`config.mk`:
```
export PLATFORM = sky130hd
export DESIGN_NAME = mul_seq
export DESIGN_NICKNAME = d
export VERILOG_FILES = /design/src/rtl/riscv_pkg.sv /design/src/rtl/mul_seq.sv
export SDC_FILE = /design/constraint.sdc
export NUM_CORES = 1
export LEC_CHECK = 0
export BUFFER_PORTS_ARGS = -buffer_cell sky130_fd_sc_hd__buf_2
export CORE_ASPECT_RATIO = 1.2
export CORE_MARGIN = 2
export CORE_UTILIZATION = 45
export DETAILED_ROUTE_END_ITERATION = 16
export PLACE_DENSITY = 0.59
export SYNTH_ARGS = -nofsm -noshare
export SYNTH_HDL_FRONTEND = slang
export SYNTH_SLANG_ARGS = --single-unit
```
`constraint.sdc`:
```
create_clock -name clk -period 7.9 [get_ports clk]
set_input_delay 0.395 -clock clk [delete_from_list [all_inputs] [get_ports clk]]
set_output_delay 0.395 -clock clk [all_outputs]
set_load 0.01 [all_outputs]
```
`src/rtl/riscv_pkg.sv`:
```
// Shared RISC-V execute-stage definitions: M-extension ALU selects and
// the multiplier sequencer state type.
package riscv_pkg;

    localparam logic [3:0] ALU_MUL    = 4'b1000;
    localparam logic [3:0] ALU_MULH   = 4'b1001;
    localparam logic [3:0] ALU_MULHSU = 4'b1010;
    localparam logic [3:0] ALU_MULHU  = 4'b1011;

    typedef enum logic [2:0] {
        IDLE,
        PREP,
        CALC,
        FIX,
        DONE
    } mul_state_t;

endpackage

```
`src/rtl/mul_seq.sv`:
```
// Iterative radix-2 shift-add multiplier for the M-extension ops.
// Operands are reduced to magnitudes up front, multiplied unsigned over
// N cycles, then the sign is reapplied to the full 2N-bit product.
module mul_seq
    import riscv_pkg::*;
#(
    parameter int unsigned N = 32
) (
    input  logic         clk,
    input  logic         rst,
    input  logic         in_valid,
    output logic         in_ready,
    input  logic [N-1:0] A,
    input  logic [N-1:0] B,
    input  logic [3:0]   ALUSel,
    input  logic         flush,
    output logic         out_valid,
    input  logic         out_ready,
    output logic [N-1:0] res,
    output logic         busy
);

    localparam int unsigned CW = $clog2(N);

    mul_state_t      state;
    logic [3:0]      op;
    logic [N-1:0]    a_q;
    logic [N-1:0]    b_q;
    logic [N-1:0]    mcand;
    logic            neg;
    logic [2*N:0]    prod;
    logic [CW-1:0]   cnt;

    logic            fire;
    logic            a_signed;
    logic            b_signed;
    logic [N-1:0]    a_mag;
    logic [N-1:0]    b_mag;
    logic [N:0]      sum;
    logic [2*N:0]    prod_next;
    logic [2*N-1:0]  prod_fix;

    assign fire     = in_valid & in_ready & (ALUSel[3:2] == 2'b10);
    assign in_ready = (state == IDLE);
    assign busy     = (state != IDLE);

    // Operand signedness, magnitudes, shift-add step and sign fix-up
    always_comb begin
        a_signed = (op == ALU_MULH) || (op == ALU_MULHSU);
        b_signed = (op == ALU_MULH);
        // Magnitude is held unsigned so the most negative value stays 2^(N-1)
        a_mag    = (a_signed && a_q[N-1]) ? (-a_q) : a_q;
        b_mag    = (b_signed && b_q[N-1]) ? (-b_q) : b_q;
        sum      = {1'b0, prod[2*N-1:N]} + {1'b0, mcand};
        if (prod[0]) begin
            prod_next = {sum, prod[N-1:0]} >> 1;
        end else begin
            prod_next = prod >> 1;
        end
        prod_fix = neg ? (-prod[2*N-1:0]) : prod[2*N-1:0];
    end

    // Sequencer FSM with registered result and valid
    always_ff @(posedge clk or posedge rst) begin
        if (rst) begin
            state     <= IDLE;
            op        <= '0;
            a_q       <= '0;
            b_q       <= '0;
            mcand     <= '0;
            neg       <= 1'b0;
            prod      <= '0;
            cnt       <= '0;
            res       <= '0;
            out_valid <= 1'b0;
        end else if (flush) begin
            state     <= IDLE;
            out_valid <= 1'b0;
        end else begin
            case (state)
                IDLE: begin
                    if (fire) begin
                        op    <= ALUSel;
                        a_q   <= A;
                        b_q   <= B;
                        state <= PREP;
                    end
                end
                PREP: begin
                    mcand <= a_mag;
                    prod  <= {{(N+1){1'b0}}, b_mag};
                    neg   <= (a_signed & a_q[N-1]) ^ (b_signed & b_q[N-1]);
                    cnt   <= '0;
                    state <= CALC;
                end
                CALC: begin
                    prod <= prod_next;
                    cnt  <= cnt + 1'b1;
                    if (cnt == CW'(N-1)) begin
                        state <= FIX;
                    end
                end
                FIX: begin
                    res       <= (op == ALU_MUL) ? prod_fix[N-1:0] : prod_fix[2*N-1:N];
                    out_valid <= 1'b1;
                    state     <= DONE;
                end
                DONE: begin
                    if (out_ready) begin
                        out_valid <= 1'b0;
                        state     <= IDLE;
                    end
                end
                default: state <= IDLE;
            endcase
        end
    end

endmodule

```
Word-level counts from Yosys, hierarchy flattened. Cells that the tools add are included.

Eq/ne operators: 12. Reductions and logical operators: 13. Add/subtract/negate cells: 5. Multiplexer cells: 15. Bitwise gates (word level): 6.

Operators with widths (number): $pmux W65 S2 (1); $mux W64 (2); $mux W32 (3); $neg A32 Y32 (2); $neg A64 Y64 (1); $add A32 B32 Y33 (1); $pmux W3 S5 (1); $eq A4 B4 Y1 const B (3); $mux W3 (4); $pmux W5 S2 (1); $reduce_and A2 Y1 (4); $eq A3 B2 Y1 const B (2); $ne A3 B3 Y1 const B (2); $reduce_and A3 Y1 (2); $reduce_bool A3 Y1 (2); $add A5 B1 Y5 const B (1); $eq A5 B5 Y1 const B (1); $and A1 B1 Y1 (4); $eq A3 B1 Y1 const B (1); $eq A3 B3 Y1 const B (1); $logic_not A3 Y1 (1); $ne A3 B1 Y1 const B (1); $eq A2 B2 Y1 const B (1); $logic_and A1 B1 Y1 (2); other kinds (6) (7).

Flip-flop bits (word level): 207. Input port bits: 73.

Depth between registers and ports, before layout. Gate-level depths: netlist of the first run.

Depth after elaboration: 6. Gate-level depth with buffers: 12. Gate-level depth less buffers: 12.

Worst setup path before layout of the first run. Ideal clock, no wire load.

Path type: register to register. Start point: register prod[0]. End point: register res[18]. Cell stages (with the launch flop): 12. Buffers on the path: 2. Setup slack: 4.852 ns. Arrival: 2.911 ns. Required time: 7.762 ns. Path through: dfrtp_1 clkbuf_1 inv_1 clkbuf_1 ha_1 nand3_1 nor4_1 nand4_1 or3_4 o41ai_4 xor2_1 o221ai_1.

Word-level cells in the longest chain between the ends: 3.

RTL lines: start: declaration (line mul_seq.sv:31) `logic [2*N:0] prod;`; start signal: assignment (line mul_seq.sv:91) `prod <= {{(N+1){1'b0}}, b_mag};`; start signal: assignment (line mul_seq.sv:97) `prod <= prod_next;`; $neg A64 Y64 (line mul_seq.sv:60) `prod_fix = neg ? (-prod[2*N-1:0]) : prod[2*N-1:0];`; $mux W64 (line mul_seq.sv:60); $mux W32 (line mul_seq.sv:104) `res <= (op == ALU_MUL) ? prod_fix[N-1:0] : prod_fix[2*N-1:N];`; end signal: assignment (line mul_seq.sv:104); end: declaration (line mul_seq.sv:19) `output logic [N-1:0] res,`.

No other way between the ends. A chain may end at the register's enable or synchronous reset.

Final worst setup path of the first run. Ends and elaborated chain as after synthesis.

==> qor.txt, run 1 <==
GLOBAL ROUTE
--------------------------------------------------------------------------------
Global-route congestion overflow total                                         0
Maximum number of pins on one net before global-route repair                 154
All-Layer GR Usage                                                         23.2%
First-pass GRT wire length                                              54300 um
Number of antenna violations at the first check in global routing              0
Number of global-route vias before repair                                  10100

CLOCKING
--------------------------------------------------------------------------------
Worst-Skew Late Latency                                                  0.54 ns
Clock Pin Slew Worst Setup and Hold Paths                                0.06 ns
Post-cts sizing count                                                          0
Total setup buffers inserted after CTS                                         0
Clock tree from TritonCTS                                                  built
Maximum level of the CTS H-tree                                                1
Library cell used as clock root buffer                                 clkbuf_16
Maximum buffer depth of the clock tree                                         3
Clock tree sinks                                                             206
# hold bufs at CTS                                                             0
Number of buffers created by CTS                                              24

YOSYS
--------------------------------------------------------------------------------
Number of enable-type register cells in the synthesized netlist                0
Synth top area share                                                       41.0%
Total standard cell area after synthesis                               12600 um2
Flops & latches, synth                                                       206
Synth area leader                                                        dfrtp_1
Syn Area/Cell                                                           9.05 um2
Synth Instances                                                             1389
Synth cell types                                                              65
Number of nets in the synthesized netlist                                   1500
Most area-consuming cells after synthesis                           dfrtp_1, mux2_2, o21ai_0, xnor2_1, xor2_1
Post-synthesis sequential area ratio                                       41.0%
Fraction of registers with async set/reset                                  100%
Yosys warnings                                                                 0
Top_reg_cell synth                                                       dfrtp_1

RUN STATUS
--------------------------------------------------------------------------------
Run status                                                          finished clean

ROUTE
--------------------------------------------------------------------------------
Drt first pass iters                                                           5
Total detailed-routing wirelength                                       33900 um
Avg WL per Cell                                                          18.7 um
Number of routed nets with antenna violations                                  0
Via-per-instance ratio                                                      5.75
Vias                                                                       10400
DRC violations left                                                            0
Detailed router's first-iteration violation count                            637

CELLS AND AREA
--------------------------------------------------------------------------------
Fraction of layout instances using a drive strength above 1                16.7%
Relative area change from synthesis to final layout                        13.2%
Total inserted antenna cells                                                   0
Commonest non-fill, non-tap cells in the layout                     dfrtp_1, nand2_1, o21ai_0, a21oi_1, buf_2
Commonest non-fill, non-tap cell in the layout                           dfrtp_1
Final net count                                                             1563
Final Instance Area                                                    14200 um2

DIE
--------------------------------------------------------------------------------
Vertical die dimension                                                    187 um
Starting utilization of the core area                                      45.4%
Placeable core region                                                  27700 um2
Die ar.                                                                29300 um2
Number of placed I/O pins                                                    108
Die Width                                                                 157 um
Std-Cell Rows                                                                 67

MIN PATH
--------------------------------------------------------------------------------
Hold/Removal Path Class                                                   in2reg

SETUP PATH
--------------------------------------------------------------------------------
Launching element type of the critical path                             register
Critical Path Fanout Max                                                      16
CP arrival                                                               3.87 ns
Type of element capturing the critical path                             register
CP Data Required Time                                                    8.29 ns
Class of the most critical setup path                                    reg2reg

TIMING
--------------------------------------------------------------------------------
Slew headroom                                                              22.9%
Final period utilization                                                   44.0%
Final critical path time including I/O delays and setup                  3.48 ns
Final number of max-transition violations                                      0
Achievable Freq                                                        0.288 GHz
Summed negative setup slack over all endpoints                              0 ns
Final hold violation count                                                     0
Setup repair after global routing missed its margin                           no
Worst slew pin tran                                                      1.16 ns
# setup viols final                                                            0
Fin Clk Skew                                                          0.00911 ns

PWR
--------------------------------------------------------------------------------
Static leakage power                                                     6.34 nW
Worst voltage drop across the vdd grid                                0.000247 V
Total power                                                              5.78 mW
Power density normalized to cell area                                 407 nW/um2

JOB
--------------------------------------------------------------------------------
Max_cap viols                                                                  0

PLACED DESIGN
--------------------------------------------------------------------------------
Placer's final routability congestion estimate                             0.898
Input/output buffers                                                         107
Placement Cell Area                                                    13300 um2
HPWL after detailed placement                                           25000 um

state kept, by name (all words and copies together) (netlist names):
name and cells:
prod 64, a_q 32, b_q 32, mcand 32
res 32, cnt 5, op 4, state 3
neg 1, out_valid 1
stage by stage:
step	utilization, %	hold WS, ns	setup slack (ns)	std cells
3_5_place_dp	48.2	0.456	4.45	1771
6_report	51.4	0.0874	4.42	1815
3_3_place_gp	48.2	0.450	4.57	1771
5_1_grt	51.4	0.0663	4.11	1815
4_1_cts	51.4	0.0646	4.44	1815
2_1_floorplan	-	0.436	1.88	1389
cells by family after synthesis:
logic type      count (synthesis)  share of synthesized area [%]
compound gates                396                           18.7
flops                         206                           41.0
simple gates                  419                           15.9
mux                            86                           7.51
xor+xnor                      145                           10.1
buf+inv                        99                           2.97
fa+ha+maj                      38                           3.84
routing by layer:
metal	GRT usage, %	up-vias	part of all wire [%]
met3	3.20	66	4.3
li1	-	5123	-
met5	0	-	0
met4	8.47	0	3.4
met1	29.2	5018	42
met2	40.3	222	50
cell usage after synthesis (6+ instances only):
cell type,instances
a211oi_1,6
a21o_1,12
a21oi_1,113
a31oi_1,14
and3_1,12
buf_1,12
clkbuf_1,65
dfrtp_1,206
ha_1,37
inv_1,21
mux2_2,66
mux2i_1,20
nand2_1,160
nand2b_1,10
nand3_1,35
nand4_1,6
nor2_1,89
nor2b_1,9
nor3_1,28
nor4_1,10
o21ai_0,137
o21ai_1,26
o221ai_1,6
o31ai_1,30
o41ai_1,8
or3_1,22
or4_1,10
xnor2_1,76
xor2_1,69
report_power, final:
part,internal (mW),switching [mW],total [mW]
sequential,1.47,0.615,2.08
clock,0.787,0.451,1.24
combinational,1.10,1.36,2.46
total,3.36,2.43,5.78
worst max-delay path, stage by stage, from the launching register on:
cell      delay (ns)
dfrtp_1         0.37
inv_1           0.42
ha_1            0.30
nand3_1         0.19
nor4_1          0.57
nand4_1         0.42
or3_4           0.53
o41ai_4         0.22
xor2_1          0.19
o221ai_1        0.12
worst paths after layout:
check	cells after the start	startpoint	slack, ns	end
worst max register to register	9	prod[0]$_DFFE_PP0P_	4.42	res[18]$_DFFE_PP0P_
max in group asynchronous	3	rst	6.39	res[7]$_DFFE_PP0P_
worst min register to register	1	op[3]$_DFFE_PP0P_	0.46	op[3]$_DFFE_PP0P_
min in group asynchronous	2	rst	0.11	a_q[30]$_DFFE_PP0P_
worst min-delay path	2	A[28]	0.09	a_q[28]$_DFFE_PP0P_
worst max-delay path	9	prod[0]$_DFFE_PP0P_	4.42	res[18]$_DFFE_PP0P_
layout make-up:
type | count | area [um2]
fill | 2646 | 13400
multi-input combinational | 1084 | 7060
sequential | 206 | 5160
clock buffer | 35 | 712
timing repair buffer | 115 | 596
tap | 345 | 432
clock inverter | 9 | 181
inverter | 21 | 86.3
(Power assumes the default switching activity.)
==> run 2, diff against run 1 <==
PLACE_DENSITY = 0.61   (was 0.59)
clock period = 3 ns   (was 7.9 ns; I/O delays follow)
==> qor.txt, run 2 (synthesized netlist as in run 1, its figures left out) <==
MIN PATH
--------------------------------------------------------------------------------
Worst Hold Path Cells                                                          5
Hold/Removal Path Class                                                   in2reg

TIMING
--------------------------------------------------------------------------------
Min setup slack post-route                                             -0.106 ns
# setup viols final                                                            8
Summed negative setup slack over all endpoints                         -0.363 ns
Final hold violation count                                                     0
Fin Clk Skew                                                           0.0141 ns
Final period utilization                                                    104%
Worst slew pin tran                                                     0.792 ns
Achievable Freq                                                        0.322 GHz
Final number of max-transition violations                                      0
Slew headroom                                                              47.2%
Setup repair after global routing missed its margin                          yes
Final critical path time including I/O delays and setup                  3.11 ns

PWR
--------------------------------------------------------------------------------
Power density normalized to cell area                                1000 nW/um2
Worst voltage drop across the vdd grid                                0.000605 V
Total power                                                              15.7 mW
Static leakage power                                                     7.02 nW

GLOBAL ROUTE
--------------------------------------------------------------------------------
Maximum number of pins on one net before global-route repair                  75
First-pass GRT wire length                                              57300 um
Number of antenna violations at the first check in global routing              1
All-Layer GR Usage                                                         24.3%
Number of global-route vias before repair                                  10900
Global-route congestion overflow total                                         0

CLOCKING
--------------------------------------------------------------------------------
Maximum level of the CTS H-tree                                                1
Maximum buffer depth of the clock tree                                         3
Library cell used as clock root buffer                                 clkbuf_16
Number of buffers created by CTS                                              23
Worst-Skew Late Latency                                                  0.54 ns
Clock tree from TritonCTS                                                  built
Clock tree sinks                                                             206
Clock Pin Slew Worst Setup and Hold Paths                                0.06 ns

SETUP PATH
--------------------------------------------------------------------------------
Reg2reg path depth                                                             8
Crit path depth                                                                8
CP arrival                                                               3.50 ns
Reg-to-reg slack, setup                                                 -0.11 ns
Crit-path most repeated cell                                               or3_4
Worst path max stage delay                                               0.53 ns
Sequence of cells on the critical path                              or4_4 -> or3_4 -> or4_4 -> or3_4 -> or3_4 -> o41ai_4 -> xor2_1 -> o221ai_1
Type of element capturing the critical path                             register
CP max-delay cell                                                          or4_4
Cell family contributing the most delay on the critical path        simple AND/OR/NAND/NOR gates
Number of buffers and inverters on the critical path                           0
CP Data Required Time                                                    3.39 ns
Critical Path Fanout Max                                                       4
Launching element type of the critical path                             register
Class of the most critical setup path                                    reg2reg

RUN STATUS
--------------------------------------------------------------------------------
Run status                                                          complete, but fails checks
Violated checks                                                     negative setup slack

JOB
--------------------------------------------------------------------------------
Max_cap viols                                                                  0

CELLS AND AREA
--------------------------------------------------------------------------------
Relative area change from synthesis to final layout                        24.7%
Total inserted antenna cells                                                   0
Fraction of layout instances using a drive strength above 1                22.0%
Register with the most flip-flops                                           prod
Flip-flop count of the largest register after layout                          64
Final net count                                                             1712
Commonest non-fill, non-tap cell in the layout                           dfrtp_1
Final Instance Area                                                    15700 um2
Commonest non-fill, non-tap cells in the layout                     dfrtp_1, nand2_1, o21ai_0, a21oi_1, buf_2

ROUTE
--------------------------------------------------------------------------------
Vias                                                                       11100
Detailed router's first-iteration violation count                            644
Avg WL per Cell                                                          18.2 um
DR WL met2                                                              18100 um
Top layer reached by signal wires                                           met4
Length of routed wiring on met1                                         14900 um
Drt first pass iters                                                           5
DRC violations left                                                            0
Number of routed nets with antenna violations                                  0
Detailed-routed wire length on met3                                      1390 um
Via-per-instance ratio                                                      5.66
Total detailed-routing wirelength                                       35600 um

DIE
--------------------------------------------------------------------------------
Std-Cell Rows                                                                 67
Starting utilization of the core area                                      45.4%
Placeable core region                                                  27700 um2
Vertical die dimension                                                    187 um
Die Width                                                                 157 um
Number of placed I/O pins                                                    108
Die ar.                                                                29300 um2

PLACED DESIGN
--------------------------------------------------------------------------------
Placement Cell Area                                                    13900 um2
Placer's final routability congestion estimate                             0.908
HPWL after detailed placement                                           26000 um
Input/output buffers                                                         107

[run 2: cell types whose count changed in the layout (fill, tap and decap cells not counted), sizes merged]
cell,delta
clkbuf,-4
bufinv,-3
clkinv,+1
dlygate4sd3,+69
clkinvlp,+1
buf,+81
[run 2: metal layers]
metal  track usage [%]  vias up
met1              30.6     5364
met2              43.0      262
met5                 0        -
met3              2.80       69
met4              8.43        0
li1                  -     5401
[run 2: report_power, final]
group | total (mW) | switching (mW) | internal, mW | leakage, nW
clock | 2.83 | 1.17 | 1.66 | 0.369
sequential | 5.23 | 1.35 | 3.87 | 2.62
combinational | 7.63 | 4.18 | 3.46 | 4.03
[run 2: final timing paths]
| check | startpoint | end |
|---|---|---|
| setup / recovery | prod[38]$_DFFE_PP0P_ | res[18]$_DFFE_PP0P_ |
| hold / removal | ALUSel[3] | state[0]$_DFFE_PP0P_ |
| setup reg to reg | prod[38]$_DFFE_PP0P_ | res[18]$_DFFE_PP0P_ |
| hold reg to reg | op[3]$_DFFE_PP0P_ | op[3]$_DFFE_PP0P_ |
| max in group asynchronous | rst | b_q[9]$_DFFE_PP0P_ |
| min in group asynchronous | rst | prod[39]$_DFFE_PP0P_ |
[run 2: what timing repair did]
item | 4_1_cts | 5_1_grt
setup endpoints to repair | 15 | 43
pin swaps | 1 | 22
endpoints found under the hold margin | 85 | 0
gates resized for setup | 3 | 47
setup buffers | 1 | 5
hold buffers | 69 | 0
[run 2: worst reg2reg max path, stage by stage, from the launching register on]
cell      delay, ns
dfrtp_1        0.37
or4_4          0.53
or3_4          0.34
or4_4          0.44
or3_4          0.35
or3_4          0.39
o41ai_4        0.23
xor2_1         0.19
o221ai_1       0.13
[run 2: area by class of cell]
class / count / area, um2
Clock buffer: 31 / 636
Clock inverter: 8 / 105
Fill cell: 2465 / 12000
Inverter: 21 / 82.6
Multi-Input combinational cell: 1084 / 7300
Sequential cell: 206 / 5160
Tap cell: 345 / 432
Timing Repair Buffer: 265 / 1950
[run 2: stage by stage]
stage	hold slack (ns)	cells	utilization (%)	setup slack [ns]
after floorplan	0.216	1389	-	-0.0388
after global placement	0.239	1846	50.4	-0.0194
after detailed placement	0.237	1846	50.4	-0.0678
after CTS	0.154	1955	55.7	-0.0755
final	0.189	1960	56.6	-0.106
after global routing	0.259	1960	56.6	-0.184
==> run 3, diff against run 2 <==
SKIP_LAST_GASP = 1   (was not set)
clock period = 2.6 ns   (was 3 ns; I/O delays follow)
==> qor.txt, run 3 (synthesized netlist as in run 1, its figures left out) <==
RUN STATUS
--------------------------------------------------------------------------------
Run status                                                          complete, but fails checks
Violated checks                                                     negative setup slack

PWR
--------------------------------------------------------------------------------
Fraction of power consumed by sequential logic                             29.5%
Worst voltage drop across the vdd grid                                0.000715 V
Power density normalized to cell area                                1170 nW/um2
Static leakage power                                                     7.81 nW
Design internal power                                                    11.8 mW
Total power                                                              20.3 mW
Combinational group share of total power                                   52.7%
Fraction of power consumed by the clock network                            17.9%
Net switching share of the total power                                     41.8%
Switching power                                                          8.50 mW

CLOCKING
--------------------------------------------------------------------------------
Library cell used as clock root buffer                                 clkbuf_16
Number of buffers created by CTS                                              24
Clock tree sinks                                                             206
Maximum buffer depth of the clock tree                                         3
Maximum level of the CTS H-tree                                                1
Clock tree from TritonCTS                                                  built
Clock Pin Slew Worst Setup and Hold Paths                                0.06 ns
Worst-Skew Late Latency                                                  0.53 ns

SETUP PATH
--------------------------------------------------------------------------------
Class of the most critical setup path                                    reg2reg
Critical Path Fanout Max                                                       4
Worst path max stage delay                                               0.53 ns
CP max-delay cell                                                          or4_4
Launching element type of the critical path                             register
Sequence of cells on the critical path                              or4_4 -> or3_4 -> or4_4 -> or3_4 -> or3_4 -> o41ai_4 -> xor2_1 -> o221ai_1
Type of element capturing the critical path                             register
Crit-path most repeated cell                                               or3_4
CP Data Required Time                                                    2.99 ns
CP arrival                                                               3.49 ns

CELLS AND AREA
--------------------------------------------------------------------------------
Relative area change from synthesis to final layout                        38.4%
Flip-flop count of the largest register after layout                          64
Commonest non-fill, non-tap cells in the layout                     dfrtp_1, buf_4, nand2_1, buf_2, o21ai_0
Register with the most flip-flops                                           prod
Filler instances                                                            2324
Final Instance Count excl. Fillers                                          2085
Fraction of layout instances using a drive strength above 1                32.1%
Final net count                                                             1834
Total inserted antenna cells                                                   0
Commonest non-fill, non-tap cell in the layout                           dfrtp_1

TIMING
--------------------------------------------------------------------------------
Slew headroom                                                              38.1%
Summed negative setup slack over all endpoints                          -8.97 ns
Worst slew pin tran                                                     0.929 ns
Final period utilization                                                    119%
Final number of max-transition violations                                      0
Setup repair after global routing missed its margin                          yes
Min setup slack post-route                                             -0.501 ns
Achievable Freq                                                        0.322 GHz
Hold_ws                                                                0.0257 ns
# setup viols final                                                           39
Final critical path time including I/O delays and setup                  3.10 ns
Fin Clk Skew                                                           0.0155 ns
Final hold violation count                                                     0

DIE
--------------------------------------------------------------------------------
Number of placed I/O pins                                                    108
Placeable core region                                                  27700 um2
Std-Cell Rows                                                                 67
Die Width                                                                 157 um
Starting utilization of the core area                                      45.4%
Die ar.                                                                29300 um2
Vertical die dimension                                                    187 um

GLOBAL ROUTE
--------------------------------------------------------------------------------
Global-route congestion overflow total                                         0
Maximum number of pins on one net before global-route repair                  62
First-pass GRT wire length                                              61100 um
Number of global-route vias before repair                                  11800
All-Layer GR Usage                                                         26.0%
Number of antenna violations at the first check in global routing              0

PLACED DESIGN
--------------------------------------------------------------------------------
Post-placement cell count                                                   1956
Placer's final routability congestion estimate                             0.903
HPWL after detailed placement                                           27800 um
Input/output buffers                                                         107

ROUTE
--------------------------------------------------------------------------------
Via-per-instance ratio                                                      5.60
Drt first pass iters                                                           5
Vias                                                                       11700
DRC violations left                                                            0
Number of routed nets with antenna violations                                  0
Detailed router's first-iteration violation count                            713
Avg WL per Cell                                                          18.4 um
Total detailed-routing wirelength                                       38300 um

JOB
--------------------------------------------------------------------------------
Max_cap viols                                                                  0

MIN PATH
--------------------------------------------------------------------------------
Hold/Removal Path Class                                                   in2reg

run 3: cell types whose count changed in the layout (fill, tap and decap cells not counted), sizes merged:
cell and change:
bufinv +2, clkinv -2, clkinvlp +1, inv -1, clkbuf +4, buf +121
run 3: power groups by stage:
stage	clock network [mW]	logic (mW)	registers, mW
6_report	3.63	10.7	5.99
5_1_grt	3.83	11.8	6.15
4_1_cts	3.70	10.2	5.91
3_5_place_dp	0	9.54	5.90
3_3_place_gp	0	9.39	5.86
2_1_floorplan	0	5.95	5.67
run 3: final timing paths:
kind	startpoint	to	slack (ns)	depth (start not counted)
max reg2reg	prod[38]$_DFFE_PP0P_	res[18]$_DFFE_PP0P_	-0.50	8
min	out_ready	state[0]$_DFFE_PP0P_	0.03	3
max in group asynchronous	rst	neg$_DFFE_PP0P_	1.80	4
max	prod[38]$_DFFE_PP0P_	res[18]$_DFFE_PP0P_	-0.50	8
min reg2reg	res[3]$_DFFE_PP0P_	res[3]$_DFFE_PP0P_	0.47	2
min in group asynchronous	rst	res[23]$_DFFE_PP0P_	0.17	3
run 3: final cells by class:
type                       instances  area (um2)  share of cell area, %
multi-input combinational       1084        7930                   45.6
tap                              345         432                   2.48
timing repair buffer             386        2930                   16.9
clock inverter                     8         158                  0.907
sequential                       206        5160                   29.7
clock buffer                      35         692                   3.98
inverter                          21        82.6                  0.475
run 3: what timing repair did:
action                                 in CTS  in global routing
hold buffers                               69                  0
setup endpoints to repair                  53                 64
setup buffers                              14                  4
pin swaps                                  58                 77
endpoints found under the hold margin     118                  0
resized for setup                          91                 95
run 3: layer usage:
layer | routed length, um | vias up | global-route usage (%)
met5 | 0 | - | 0
met4 | 1530 | 0 | 10.3
met3 | 1430 | 83 | 3.04
met2 | 19900 | 255 | 47.0
met1 | 15500 | 5692 | 31.2
li1 | - | 5655 | -
run 3: critical path: cells and delay by family (launching register included):
kind,cells,cell delay (ns)
flip-flops,1,0.38
AO/OA/AOI/OAI,2,0.35
XOR/XNOR,1,0.22
AND/OR/NAND/NOR,5,2.01
run 3: through the flow:
stage               worst slack [ns]  cell area (um2)  utilization, %
floorplan                     -0.439            12600               -
global placement              -0.416            14900            53.7
detailed placement            -0.465            14900            53.7
CTS                           -0.456            16900            61.2
global route                  -0.599            17400            62.9
finish                        -0.501            17400            62.9
